<file path="config.mk">
export PLATFORM = sky130hd
export DESIGN_NAME = rr_mux_arb_flat
export DESIGN_NICKNAME = d
export VERILOG_FILES = /design/src/rtl/rr_mux_arb_if.sv /design/src/rtl/rr_mux_arb.sv /design/src/flat_wrapper.sv
export SDC_FILE = /design/constraint.sdc
export NUM_CORES = 1
export LEC_CHECK = 0
export ABC_CLOCK_PERIOD_IN_PS = 3500
export BUFFER_PORTS_ARGS = -buffer_cell sky130_fd_sc_hd__buf_2
export CAP_MARGIN = 10
export CORE_ASPECT_RATIO = 2
export CORE_MARGIN = 2
export CORE_UTILIZATION = 45
export DETAILED_ROUTE_END_ITERATION = 7
export GPL_TIMING_DRIVEN = 0
export HOLD_SLACK_MARGIN = 0.05
export PLACE_DENSITY = 0.95
export SETUP_SLACK_MARGIN = 0.1
export SLEW_MARGIN = 0
export SYNTH_ARGS = -nofsm -noshare
export SYNTH_HDL_FRONTEND = slang
export SYNTH_SLANG_ARGS = --single-unit
</file>
<file path="constraint.sdc">
create_clock -name clk -period 3.5 [get_ports clk]
set_input_delay 0 -clock clk [delete_from_list [all_inputs] [get_ports clk]]
set_output_delay 0 -clock clk [all_outputs]
set_load 0.02 [all_outputs]
</file>
<file path="src/rtl/rr_mux_arb_if.sv">
// rtl/rr_mux_arb_if.sv - handshake bundle between input channels, arbiter and downstream sink
//
// Purpose: carries the packed per-channel request side and the single output slot side.
// Ports (signals):
//   in_data   CHANNELS*WIDTH  packed channel data, channel i at [i*WIDTH +: WIDTH]
//   in_valid  CHANNELS        per-channel request
//   in_ready  CHANNELS        per-channel accept (one-hot or zero)
//   out_data  WIDTH           registered selected word
//   out_valid 1               output slot holds a word
//   out_ready 1               downstream accept
//   out_sel   SELW            channel index of out_data
// Modports: master = channel/sink side, slave = arbiter side.
interface rr_mux_arb_if #(
  parameter int WIDTH    = 16,
  parameter int CHANNELS = 4,
  parameter int SELW     = 2
);
  logic [CHANNELS*WIDTH-1:0] in_data;
  logic [CHANNELS-1:0]       in_valid;
  logic [CHANNELS-1:0]       in_ready;
  logic [WIDTH-1:0]          out_data;
  logic                      out_valid;
  logic                      out_ready;
  logic [SELW-1:0]           out_sel;

  modport master (
    output in_data, in_valid, out_ready,
    input  in_ready, out_data, out_valid, out_sel
  );

  modport slave (
    input  in_data, in_valid, out_ready,
    output in_ready, out_data, out_valid, out_sel
  );
endinterface

</file>
<file path="src/rtl/rr_mux_arb.sv">
// rtl/rr_mux_arb.sv - round-robin / fixed-priority N:1 mux into a single output register slot
//
// Purpose: picks one requesting channel per cycle and loads its word into a one-entry
// output slot. The slot can drain and refill in the same cycle, so a continuously
// ready sink sees one word per cycle.
// Ports:
//   clk    in   rising-edge clock
//   rst_n  in   asynchronous active-low reset
//   mode   in   0 = round-robin from ptr, 1 = fixed priority (lowest index wins)
//   bus    slave modport of rr_mux_arb_if (channel requests, output slot)
module rr_mux_arb #(
  parameter int WIDTH    = 16,
  parameter int CHANNELS = 4,
  parameter int SELW     = 2
) (
  input  logic           clk,
  input  logic           rst_n,
  input  logic           mode,
  rr_mux_arb_if.slave    bus
);

  logic [WIDTH-1:0] data_q;
  logic [SELW-1:0]  sel_q;
  logic             valid_q;
  logic [SELW-1:0]  ptr_q;

  logic             can_load;
  logic             grant_any;
  logic [SELW-1:0]  grant_idx;
  logic             xfer;
  logic [WIDTH-1:0] grant_data;
  int               start;

  // Slot accepts a new word when empty or when its current word leaves this cycle.
  assign can_load = !valid_q || bus.out_ready;

  // Search order is start..CHANNELS-1 then 0..start-1. The wrapped half is scanned
  // first and the unwrapped half second so the later (higher-priority) hit wins;
  // each pass runs downward so the lowest index within that pass is kept.
  always_comb begin
    grant_any = 1'b0;
    grant_idx = '0;
    start     = mode ? 0 : int'(ptr_q);
    for (int j = CHANNELS - 1; j >= 0; j--) begin
      if (bus.in_valid[j] && (j < start)) begin
        grant_any = 1'b1;
        grant_idx = SELW'(j);
      end
    end
    for (int j = CHANNELS - 1; j >= 0; j--) begin
      if (bus.in_valid[j] && (j >= start)) begin
        grant_any = 1'b1;
        grant_idx = SELW'(j);
      end
    end
  end

  // Reset gates the grant so nothing is accepted while the slot is being cleared.
  assign xfer = can_load && grant_any && rst_n;

  always_comb begin
    bus.in_ready = '0;
    grant_data   = '0;
    for (int j = 0; j < CHANNELS; j++) begin
      if (grant_idx == SELW'(j)) begin
        bus.in_ready[j] = xfer;
        grant_data      = bus.in_data[j*WIDTH +: WIDTH];
      end
    end
  end

  always_ff @(posedge clk or negedge rst_n) begin
    if (!rst_n) begin
      data_q  <= '0;
      sel_q   <= '0;
      valid_q <= 1'b0;
      ptr_q   <= '0;
    end else if (xfer) begin
      data_q  <= grant_data;
      sel_q   <= grant_idx;
      valid_q <= 1'b1;
      // Pointer advances on every transfer, even in fixed-priority mode, so that
      // switching back to round-robin resumes after the last served channel.
      ptr_q   <= (grant_idx == SELW'(CHANNELS - 1)) ? '0 : grant_idx + 1'b1;
    end else if (bus.out_ready) begin
      valid_q <= 1'b0;
    end
  end

  assign bus.out_data  = data_q;
  assign bus.out_sel   = sel_q;
  assign bus.out_valid = valid_q;

endmodule
</file>
<file path="src/flat_wrapper.sv">
// flat-port wrapper written by rule: the top's interface ports become plain ports
module rr_mux_arb_flat 
#(
  parameter int WIDTH    = 16,
  parameter int CHANNELS = 4,
  parameter int SELW     = 2
)
  (clk, rst_n, mode, bus_in_data, bus_in_valid, bus_out_ready, bus_in_ready, bus_out_data, bus_out_valid, bus_out_sel);
  rr_mux_arb_if #(.WIDTH(WIDTH), .CHANNELS(CHANNELS), .SELW(SELW)) bus_i ();
  input  logic clk;
  input  logic rst_n;
  input  logic mode;
  input wire logic [$bits(bus_i.in_data)-1:0] bus_in_data;
  input wire logic [$bits(bus_i.in_valid)-1:0] bus_in_valid;
  input wire logic [$bits(bus_i.out_ready)-1:0] bus_out_ready;
  output wire logic [$bits(bus_i.in_ready)-1:0] bus_in_ready;
  output wire logic [$bits(bus_i.out_data)-1:0] bus_out_data;
  output wire logic [$bits(bus_i.out_valid)-1:0] bus_out_valid;
  output wire logic [$bits(bus_i.out_sel)-1:0] bus_out_sel;
  assign bus_i.in_data = bus_in_data;
  assign bus_i.in_valid = bus_in_valid;
  assign bus_i.out_ready = bus_out_ready;
  assign bus_in_ready = bus_i.in_ready;
  assign bus_out_data = bus_i.out_data;
  assign bus_out_valid = bus_i.out_valid;
  assign bus_out_sel = bus_i.out_sel;
  rr_mux_arb #(.WIDTH(WIDTH), .CHANNELS(CHANNELS), .SELW(SELW)) u_core (.clk(clk), .rst_n(rst_n), .mode(mode), .bus(bus_i));
endmodule
</file>
==> results.cfg, run 1 <==
[run_status]
status = completed

[timing]
setup_violations = 0
timing_max_transition_violations_final = 0
tns_ps = 0
max_clock_freq_mhz = 384
grt_setup_unrepaired = no
final_period_minus_worst_setup_slack_ps = 2600
finalClockSkew_ps = 1.06
final_min_period_over_clock_period = 0.744
finalHoldViolations = 0
final_critical_path_setup_slack_ps = 895
max_slew_margin = 0.667
transition_time_at_the_pin_with_the_least_slew_margin_ps = 499

[synth]
syn_area_sq_mm = 0.00146
synth.distinct_cells = 29
synthMuxAreaShare = 0.0352
synth_area_in_compound_gates = 0.304
yosys.area_share.simple = 0.146
postSynthCellCount = 170
synth_fp_nets = 246
dominant_combinational_cell_family_by_area_after_synthesis = compound AO/OA/AOI/OAI gates
synth_xor_area_frac = 0
yosys_warnings = 0
post_synth_fa_ha_maj_area_fraction = 0.0344
syn_area_cell_sq_um = 8.57
seq_area_frac_synth = 0.361
synth.ff_latch_count = 21

[detailed_routing]
route.vias.total = 1764
postRouteAntennaNets = 0
drc_violation_count_after_routing = 0
detail_route.wl_per_cell_um = 16.3
drt-initial-drc-count = 46
detail_route.wirelength_mm = 5.15
vias_per_cell = 5.58
detailedRoute.firstPassIterationCount = 5

[placement]
place_congestion = 0.796
detailedPlace.worstSlack_ps = 930
dpl_hpwl_mm = 3.89
portBuffers = 94
dp.cells = 295

[layout]
area_growth_pct = 49.8
drive_gt1_frac = 0.393
layout_nets = 362
fillerInstances = 267
instances_no_fill = 316
layout.core_utilization = 0.699
final_antenna_diode_count = 0

[global_route]
wire_length_of_the_first_global_routing_pass_mm = 8.03
total_overflow_reported_by_the_global_router = 0
number_of_antenna_violations_at_the_first_check_in_global_routing = 0
global_route.usage.total = 0.287
via_count_of_the_first_global_routing_pass = 1803
grt_start_max_net_pins = 23

[clock_network]
tritoncts.num_buffers = 3
clock_sink_count = 21
clkSlewWorstSetupHoldPaths_ps = 80
cts_resized = 0
clk_path_buf_depth = 2
worstSkewPairLatency_ps = 260
htree_levels = 1
cts_tree = yes
clock-root-buffer = sky130_fd_sc_hd__clkbuf_8

[floorplanning]
fp.dieW_um = 44.2
design.portCount = 95
initial_core_util = 0.467
num_rows = 29
chipHeight_um = 84.5
core_area_sq_mm = 0.00312
design.die.area_sq_mm = 0.00374

[critical_path]
required_time_of_the_critical_path_ps = 3680
critical_path_peak_fanout = 10
critical_path.cell_chain = nand2b_1, a21boi_0, o211ai_1, inv_1, ha_1, buf_6, nor2b_4, buf_6, a221oi_1, a211o_1, a31oi_1
critPathMaxStageDelay_ps = 430
critical-path-top-cell-by-count = sky130_fd_sc_hd__buf_6
setup.worst_path.end_class = flip-flop
r2r_cells = 11
critPathArrivalTime_ps = 2790
setup.worst_path.start_class = flip-flop
worst-setup-path-type = flip-flop to flip-flop
critical-path-slowest-cell = sky130_fd_sc_hd__dfrtp_1

[pwr]
leakagePower_uw = 0.00114
power_density_mw_per_mm2 = 573
power.ir.vdd_worst_mv = 0.399
fin_total_pwr_uw = 1250

[hold_path]
hp-class = input port to flip-flop
timing.hold.worst_path_depth = 3

[run]
cap_viol_max_count = 0
flip-flops by register name, summed over array words and instances, names as in the netlist:
signal,cells
u_core.bus.out_valid,1
u_core.ptr_q,2
u_core.bus.out_data,16
u_core.bus.out_sel,2
cells by family (layout without fill, tap and decap cells):
group,Yosys count,in the layout
buffers and inverters,37,152
AOI/OAI and AO/OA,57,57
and+or+nand+nor,47,47
adders and majority gates,4,4
DFF,21,21
muxes,4,4
repair_timing:
item / 4_1_cts / 5_1_grt
endpoints found under the hold margin: 37 / 0
hold buffers: 17 / 0
setup buffers: 0 / 0
synth_stat cells:
master,n,area [sq um]
sky130_fd_sc_hd__a21oi_1,3,15.0
sky130_fd_sc_hd__dfrtp_1,21,526
sky130_fd_sc_hd__nor2b_4,1,13.8
sky130_fd_sc_hd__a211o_1,15,131
sky130_fd_sc_hd__ha_1,4,50.1
sky130_fd_sc_hd__buf_6,4,45.0
sky130_fd_sc_hd__inv_1,22,82.6
sky130_fd_sc_hd__mux2_4,2,30.0
sky130_fd_sc_hd__nand2_1,16,60.1
sky130_fd_sc_hd__and2_1,4,25.0
sky130_fd_sc_hd__nor4_1,1,6.26
sky130_fd_sc_hd__nor3_1,2,10.0
sky130_fd_sc_hd__a21oi_2,1,8.76
sky130_fd_sc_hd__clkbuf_1,7,26.3
sky130_fd_sc_hd__a21boi_0,1,7.51
sky130_fd_sc_hd__mux2_2,1,11.3
sky130_fd_sc_hd__a31oi_1,15,93.8
sky130_fd_sc_hd__nor2b_1,2,12.5
sky130_fd_sc_hd__nor2_1,19,71.3
sky130_fd_sc_hd__mux2i_1,1,10.0
sky130_fd_sc_hd__a22oi_1,1,7.51
sky130_fd_sc_hd__o211ai_1,1,7.51
sky130_fd_sc_hd__o41ai_2,1,16.3
sky130_fd_sc_hd__buf_2,4,20.0
sky130_fd_sc_hd__nand2b_1,1,6.26
sky130_fd_sc_hd__nor3b_1,1,7.51
sky130_fd_sc_hd__a221oi_1,15,131
sky130_fd_sc_hd__o21ai_0,3,15.0
sky130_fd_sc_hd__a32oi_1,1,8.76
placed cells by master, fill, tap and decap left out:
| cell | n |
|---|---|
| sky130_fd_sc_hd__a211o_1 | 15 |
| sky130_fd_sc_hd__a21boi_0 | 1 |
| sky130_fd_sc_hd__a21oi_1 | 3 |
| sky130_fd_sc_hd__a21oi_2 | 1 |
| sky130_fd_sc_hd__a221oi_1 | 15 |
| sky130_fd_sc_hd__a22oi_1 | 1 |
| sky130_fd_sc_hd__a31oi_1 | 15 |
| sky130_fd_sc_hd__a32oi_1 | 1 |
| sky130_fd_sc_hd__and2_1 | 4 |
| sky130_fd_sc_hd__buf_2 | 98 |
| sky130_fd_sc_hd__buf_6 | 4 |
| sky130_fd_sc_hd__clkbuf_1 | 7 |
| sky130_fd_sc_hd__clkbuf_8 | 3 |
| sky130_fd_sc_hd__clkinv_2 | 1 |
| sky130_fd_sc_hd__dfrtp_1 | 21 |
| sky130_fd_sc_hd__dlygate4sd3_1 | 17 |
| sky130_fd_sc_hd__ha_1 | 4 |
| sky130_fd_sc_hd__inv_1 | 22 |
| sky130_fd_sc_hd__mux2_2 | 1 |
| sky130_fd_sc_hd__mux2_4 | 2 |
| sky130_fd_sc_hd__mux2i_1 | 1 |
| sky130_fd_sc_hd__nand2_1 | 16 |
| sky130_fd_sc_hd__nand2b_1 | 1 |
| sky130_fd_sc_hd__nor2_1 | 19 |
| sky130_fd_sc_hd__nor2b_1 | 2 |
| sky130_fd_sc_hd__nor2b_4 | 1 |
| sky130_fd_sc_hd__nor3_1 | 2 |
| sky130_fd_sc_hd__nor3b_1 | 1 |
| sky130_fd_sc_hd__nor4_1 | 1 |
| sky130_fd_sc_hd__o211ai_1 | 1 |
| sky130_fd_sc_hd__o21ai_0 | 3 |
| sky130_fd_sc_hd__o41ai_2 | 1 |
where the power goes:
group	leakage [uW]	switching [uW]	internal, uW	total (uW)
Sequential	0.000240	54.2	327	381
Clock	0.0000255	83.0	79.5	163
Combinational	0.000876	404	303	708
Total	0.00114	542	709	1250
layer usage:
layer / vias up / GRT usage / wire length (um)
met5: - / 0 / 0
met4: 0 / 0.127 / 182
met3: 20 / 0.0301 / 188
met2: 73 / 0.541 / 2920
met1: 830 / 0.296 / 1850
li1: 841 / - / -
worst max-delay path, delay by kind of cell, from the launching register on:
| family | cells | cell delay (ps) |
|---|---|---|
| adders and majority gates | 1 | 240 |
| DFF | 1 | 430 |
| AOI/OAI and AO/OA | 5 | 1100 |
| and+or+nand+nor | 2 | 290 |
| buffers and inverters | 3 | 450 |
final cells by class:
class,instances,area (sq um),area share
multi-input combinational,112,757,0.347
clock buffer,3,41.3,0.0189
timing repair buffer,111,641,0.294
sequential,21,526,0.241
buffer,15,91.3,0.0419
clock inverter,1,5.00,0.00229
inverter,22,82.6,0.0378
tap,31,38.8,0.0178
path summary, 6_finish.rpt:
kind | startpoint | to | slack (ps)
setup / recovery | u_core.ptr_q[1] | u_core.bus.out_data[1] | 900
hold / removal | bus_in_valid[2] | u_core.bus.out_valid | 50
setup reg to reg | u_core.ptr_q[1] | u_core.bus.out_data[1] | 900
hold reg to reg | u_core.bus.out_sel[1] | u_core.bus.out_sel[1] | 530
max in group asynchronous | rst_n | u_core.bus.out_data[8] | 2920
min in group asynchronous | rst_n | u_core.bus.out_sel[1] | 250
per-stage QoR:
stage	cell area, sq um	hold WS [ps]
final	2180	49.1
after global routing	2180	52.9
after CTS	2180	52.8
after detailed placement	1970	-9.45
after global placement	1970	-20.6
after floorplan	1460	-296
Note: power is estimated with default switching activity, not from simulation.
==> run 2, diff against run 1 <==
Settings changed: ABC_AREA set to 1, ABC_CLOCK_PERIOD_IN_PS 3500 to 2400, CORE_UTILIZATION 45 to 44, PLACE_DENSITY 0.95 to 0.92.
Clock period 3.5 ns to 2.4 ns, I/O delays scaled along.
==> results.cfg, run 2 <==
[synth]
yosys.cell_count.top_type = sky130_fd_sc_hd__nand2_1
seq_area_frac_synth = 0.323
synth_fp_nets = 314
synthArstFlopShare = 1.00
synth.top_cells.by_count = sky130_fd_sc_hd__nand2_1, sky130_fd_sc_hd__nand3_1, sky130_fd_sc_hd__dfrtp_1
syn_area_sq_mm = 0.00163
synth_top_flop_cell = sky130_fd_sc_hd__dfrtp_1
synth.area.top_cells = sky130_fd_sc_hd__dfrtp_1, sky130_fd_sc_hd__nand2_1, sky130_fd_sc_hd__nand3_1
synth_largest_type_area_fraction = 0.323
yosys_warnings = 0
synth.ff_latch_count = 21
yosys.area.top_type = sky130_fd_sc_hd__dfrtp_1
syn_area_cell_sq_um = 6.83
postSynthCellCount = 238
number_of_flops_mapped_to_enable_cells_by_yosys = 0
synth.distinct_cells = 20

[clock_network]
htree_levels = 1
clock-root-buffer = sky130_fd_sc_hd__clkbuf_8
clkSlewWorstSetupHoldPaths_ps = 70
worstSkewPairLatency_ps = 260
tritoncts.num_buffers = 3
clock_sink_count = 21
cts_setup_buffers = 0
cts_tree = yes
clk_path_buf_depth = 2

[critical_path]
required_time_of_the_critical_path_ps = 2400
r2r_cells = 14
critPathArrivalTime_ps = 2100
worst-setup-path-type = flip-flop to output port
critical_path_peak_fanout = 10
regToRegStartpoint = u_core.ptr_q[1]
regToRegEndpoint = u_core.bus.out_data[6]
setup.worst_path.end_class = output port
setup.reg_to_reg.worst_slack_ps = 310
setup.worst_path.start_class = flip-flop

[global_route]
via_count_of_the_first_global_routing_pass = 1814
global_route.usage.total = 0.229
grt_start_max_net_pins = 23
wire_length_of_the_first_global_routing_pass_mm = 7.34
number_of_antenna_violations_at_the_first_check_in_global_routing = 0
total_overflow_reported_by_the_global_router = 0

[layout]
final_antenna_diode_count = 0
fillerInstances = 365
area_growth_pct = 42.0
layout_nets = 423
layout_common_cells = sky130_fd_sc_hd__nand2_1, sky130_fd_sc_hd__buf_2, sky130_fd_sc_hd__nand3_1
mostFrequentLayoutCell = sky130_fd_sc_hd__nand2_1
largest_register_ffs = 16
finish.instance_area_sq_mm = 0.00231
drive_gt1_frac = 0.376

[detailed_routing]
drc_violation_count_after_routing = 0
vias_per_cell = 4.70
route.vias.total = 1858
postRouteAntennaNets = 0
drt-initial-drc-count = 20
detailedRoute.firstPassIterationCount = 4
detail_route.wl_per_cell_um = 11.4
detail_route.wirelength_mm = 4.49

[pwr]
power.ir.vdd_worst_mv = 0.561
share_seq_of_total_power = 0.323
power.share.combinational = 0.539
leakagePower_uw = 0.00137
switching_share = 0.424
cellInternalPower_uw = 914
power_density_mw_per_mm2 = 687
net_load_switching_power_uw = 672
share_clk_of_total_power = 0.138

[placement]
dpl_hpwl_mm = 3.72
dpl_cell_area_sq_mm = 0.00216
portBuffers = 94
place_congestion = 0.846

[timing]
timing_max_transition_violations_final = 0
transition_time_at_the_pin_with_the_least_slew_margin_ps = 452
final_period_minus_worst_setup_slack_ps = 2100
max_slew_margin = 0.698
finalHoldViolations = 0
setup_violations = 0
final_min_period_over_clock_period = 0.876
tns_ps = 0
max_clock_freq_mhz = 476
finalClockSkew_ps = 1.22
grt_setup_unrepaired = no

[hold_path]
timing.hold.worst_path_depth = 5
hp-class = input port to flip-flop
timing.hold.worst.start = bus_in_data[53]
hold_path_end = u_core.bus.out_data[5]

[floorplanning]
initial_core_util = 0.455
fp.dieW_um = 47.0
design.die.area_sq_mm = 0.00423
chipHeight_um = 90.0
core_area_sq_mm = 0.00357
design.portCount = 95
num_rows = 31

[run_status]
status = completed

[run]
cap_viol_max_count = 0
==> run 2: how the worst max path moves through the flow <==
stage               startpoint  depth (start not counted)                 endpoint  slack (ps)
6_report       u_core.ptr_q[1]                         12          bus_in_ready[3]         300
5_1_grt        u_core.ptr_q[1]                         12          bus_in_ready[3]         110
4_1_cts        u_core.ptr_q[1]                         12          bus_in_ready[3]         200
3_5_place_dp   u_core.ptr_q[1]                         15   u_core.bus.out_data[6]         270
3_3_place_gp   u_core.ptr_q[1]                         14   u_core.bus.out_data[1]         400
2_1_floorplan  u_core.ptr_q[1]                         15  u_core.bus.out_data[13]         560
==> run 2: logic make-up after synthesis <==
| group | after synthesis | share of synthesized area |
|---|---|---|
| buffers and inverters | 30 | 0.121 |
| DFF | 21 | 0.323 |
| adders and majority gates | 4 | 0.0308 |
| AOI/OAI and AO/OA | 34 | 0.145 |
| and+or+nand+nor | 149 | 0.380 |
==> run 2: cell type report <==
cell class / count / area, sq um / share of cell area
multi-input combinational: 187 / 906 / 0.392
timing repair buffer: 104 / 571 / 0.247
sequential: 21 / 526 / 0.228
buffer: 15 / 139 / 0.0602
inverter: 15 / 61.3 / 0.0266
tap: 49 / 61.3 / 0.0266
clock buffer: 4 / 45.0 / 0.0195
==> run 2: critical path: stages (launching register included) <==
cell and delay [ps]:
sky130_fd_sc_hd__dfrtp_1 420, sky130_fd_sc_hd__nand2_1 140, sky130_fd_sc_hd__nand2_1 60, sky130_fd_sc_hd__nor2_1 110, sky130_fd_sc_hd__a21oi_1 70, sky130_fd_sc_hd__nand2_1 130, sky130_fd_sc_hd__inv_1 80, sky130_fd_sc_hd__ha_1 170
sky130_fd_sc_hd__buf_2 160, sky130_fd_sc_hd__inv_2 140, sky130_fd_sc_hd__buf_6 170, sky130_fd_sc_hd__nor2_2 40, sky130_fd_sc_hd__buf_2 150
==> run 2: metrics by stage <==
step           total power [uW]  utilization  setup WS, ps  instances  hold slack [ps]
6_report                   1590        0.647           298        395             45.1
5_1_grt                    1720        0.647           110        395             73.4
4_1_cts                    1590        0.645           202        395             52.3
3_5_place_dp               1360        0.604           267        381            -24.1
3_3_place_gp               1340        0.604           404        381            -29.8
2_1_floorplan              1090            -           562        238             -296
==> run 2: power groups by stage <==
stage,clock network [uW],registers [uW],logic (uW)
after CTS,225,513,855
after floorplan,0,632,460
final,219,512,855
after global routing,242,526,957
after detailed placement,0,518,840
after global placement,0,517,819
==> run 2: metal layers <==
metal | share of wire | vias to the layer above | routed length, um | track usage
met3 | 0.046 | 17 | 208 | 0.0301
met5 | 0 | - | 0 | 0
met2 | 0.54 | 66 | 2420 | 0.390
li1 | - | 978 | - | -
met1 | 0.38 | 797 | 1690 | 0.248
met4 | 0.038 | 0 | 171 | 0.134
==> run 2: repair_timing <==
item                                    4_1_cts  5_1_grt
hold buffers                                 10        0
gates resized for setup                       0        2
hold endpoints to repair                     30        0
endpoints found under the setup margin        0        4
==> run 3, diff against run 2 <==
Settings changed: ABC_AREA 1 to unset, ABC_CLOCK_PERIOD_IN_PS 2400 to 2600, CORE_UTILIZATION 44 to 45, PLACE_DENSITY 0.92 to 0.95, SLEW_MARGIN 0 to unset.
Clock period 2.4 ns to 2.6 ns, I/O delays scaled along.
==> results.cfg, run 3 (synthesis gave the netlist of run 1 again) <==
[global_route]
wire_length_of_the_first_global_routing_pass_mm = 8.14
globalRouteMet2Util = 0.551
global_route.usage.total = 0.292
total_overflow_reported_by_the_global_router = 0
grt_start_max_net_pins = 23
busiest_layer = met2
number_of_antenna_violations_at_the_first_check_in_global_routing = 0
via_count_of_the_first_global_routing_pass = 1847
global_route.usage.met3 = 0.0301
grt.met1_usage = 0.298

[timing]
setup_violations = 0
finalHoldViolations = 0
max_slew_margin = 0.672
final_period_minus_worst_setup_slack_ps = 2370
hold_slack_final_ps = 55.4
max_clock_freq_mhz = 422
finalClockSkew_ps = 3.41
final_critical_path_setup_slack_ps = 229
timing_max_transition_violations_final = 0
final_min_period_over_clock_period = 0.912
transition_time_at_the_pin_with_the_least_slew_margin_ps = 492
grt_setup_unrepaired = yes

[floorplanning]
design.die.area_sq_mm = 0.00374
chipHeight_um = 84.5
num_rows = 29
design.portCount = 95
initial_core_util = 0.467
fp.dieW_um = 44.2
core_area_sq_mm = 0.00312

[clock_network]
clkSlewWorstSetupHoldPaths_ps = 70
clk_path_buf_depth = 2
clock_sink_count = 21
cts_tree = yes
worstSkewPairLatency_ps = 260
htree_levels = 1
tritoncts.num_buffers = 3
clock-root-buffer = sky130_fd_sc_hd__clkbuf_8

[critical_path]
critical_path_peak_fanout = 10
critPathMaxStageDelay_ps = 430
setup.worst_path.start_class = flip-flop
critPathTopFamily = compound AO/OA/AOI/OAI gates
setup.reg_to_reg.worst_slack_ps = 230
worst-setup-path-type = flip-flop to flip-flop
critical-path-slowest-cell = sky130_fd_sc_hd__dfrtp_1
critical-path-top-cell-by-count = sky130_fd_sc_hd__buf_6
critPathArrivalTime_ps = 2550
setup.worst_path.end_class = flip-flop
required_time_of_the_critical_path_ps = 2780
critical_path.cell_chain = nand2b_1, a21boi_0, o211ai_1, inv_1, ha_2, buf_6, nor2b_4, buf_6, a221oi_1, a211o_1, a31oi_1
critical_path.n_buffers_inverters = 3

[run_status]
status = completed

[placement]
portBuffers = 94
dp.cells = 295
dpl_hpwl_mm = 3.89
detailedPlace.worstSlack_ps = 29.7
place_congestion = 0.796

[layout]
layout.core_utilization = 0.721
area_growth_pct = 54.5
layout_common_cells = sky130_fd_sc_hd__buf_2, sky130_fd_sc_hd__inv_1, sky130_fd_sc_hd__dfrtp_1
fillerInstances = 261
mostFrequentLayoutCell = sky130_fd_sc_hd__buf_2
seqCellArea_sq_um = 526
multi_input_comb_area_sq_um = 771
layout_nets = 368
instances_no_fill = 322
largest_register_ffs = 16
final_antenna_diode_count = 0
drive_gt1_frac = 0.433

[pwr]
leakagePower_uw = 0.00119
power_density_mw_per_mm2 = 769
power.ir.vdd_worst_mv = 0.536

[hold_path]
hp-class = input port to flip-flop

[detailed_routing]
vias_per_cell = 5.40
route.vias.total = 1739
drt-initial-drc-count = 41
drc_violation_count_after_routing = 0
detailedRoute.firstPassIterationCount = 4
detail_route.wl_per_cell_um = 16.0
detail_route.wirelength_mm = 5.15
postRouteAntennaNets = 0

[run]
cap_viol_max_count = 0
[run 3: worst register-to-register path, cell delays in order (launching register included)]
cell	delay, ps
sky130_fd_sc_hd__dfrtp_1	430
sky130_fd_sc_hd__nand2b_1	120
sky130_fd_sc_hd__a21boi_0	100
sky130_fd_sc_hd__o211ai_1	330
sky130_fd_sc_hd__inv_1	120
sky130_fd_sc_hd__ha_2	210
sky130_fd_sc_hd__buf_6	140
sky130_fd_sc_hd__nor2b_4	120
sky130_fd_sc_hd__buf_6	150
sky130_fd_sc_hd__a221oi_1	90
sky130_fd_sc_hd__a211o_1	280
sky130_fd_sc_hd__a31oi_1	200
[run 3: path summary, 6_finish.rpt]
check,to,cells after the start,start
hold / removal,u_core.bus.out_valid,3,bus_in_valid[2]
setup / recovery,u_core.bus.out_data[1],11,u_core.ptr_q[1]
max in group asynchronous,u_core.ptr_q[0],2,rst_n
hold reg to reg,u_core.bus.out_sel[1],1,u_core.bus.out_sel[1]
min in group asynchronous,u_core.bus.out_valid,2,rst_n
setup reg to reg,u_core.bus.out_data[1],11,u_core.ptr_q[1]
[run 3: per-layer routing]
metal  up-vias  wire [um]
met3        12        169
met2        58       2930
met4         0        142
met1       816       1910
met5         -          0
li1        853          -
[run 3: area by class of cell]
class	instances	area share
flip-flops and latches	21	0.234
repair buffers	117	0.305
plain buffers	15	0.0445
inverters	22	0.0367
clock inverters	1	0.00222
multi-input cells	112	0.343
clock buffers	3	0.0184
well taps	31	0.0172
[run 3: report_power, final]
group	total [uW]	switching [uW]	internal (uW)
sequential	512	72.7	440
combinational	1000	554	448
clock	215	108	107
[run 3: metrics by stage]
stage / total power (uW) / TNS [ps] / area (sq um)
floorplan: 1120 / 0 / 1460
global placement: 1410 / 0 / 1970
detailed placement: 1440 / 0 / 1970
CTS: 1700 / 0 / 2220
global route: 1850 / -6.09 / 2250
finish: 1730 / 0 / 2250
[run 3: what timing repair did]
action	4_1_cts	5_1_grt
pin swaps	1	4
hold buffers	17	0
setup endpoints to repair	12	18
setup buffers	4	2
hold endpoints to repair	37	0
resized for setup	2	12
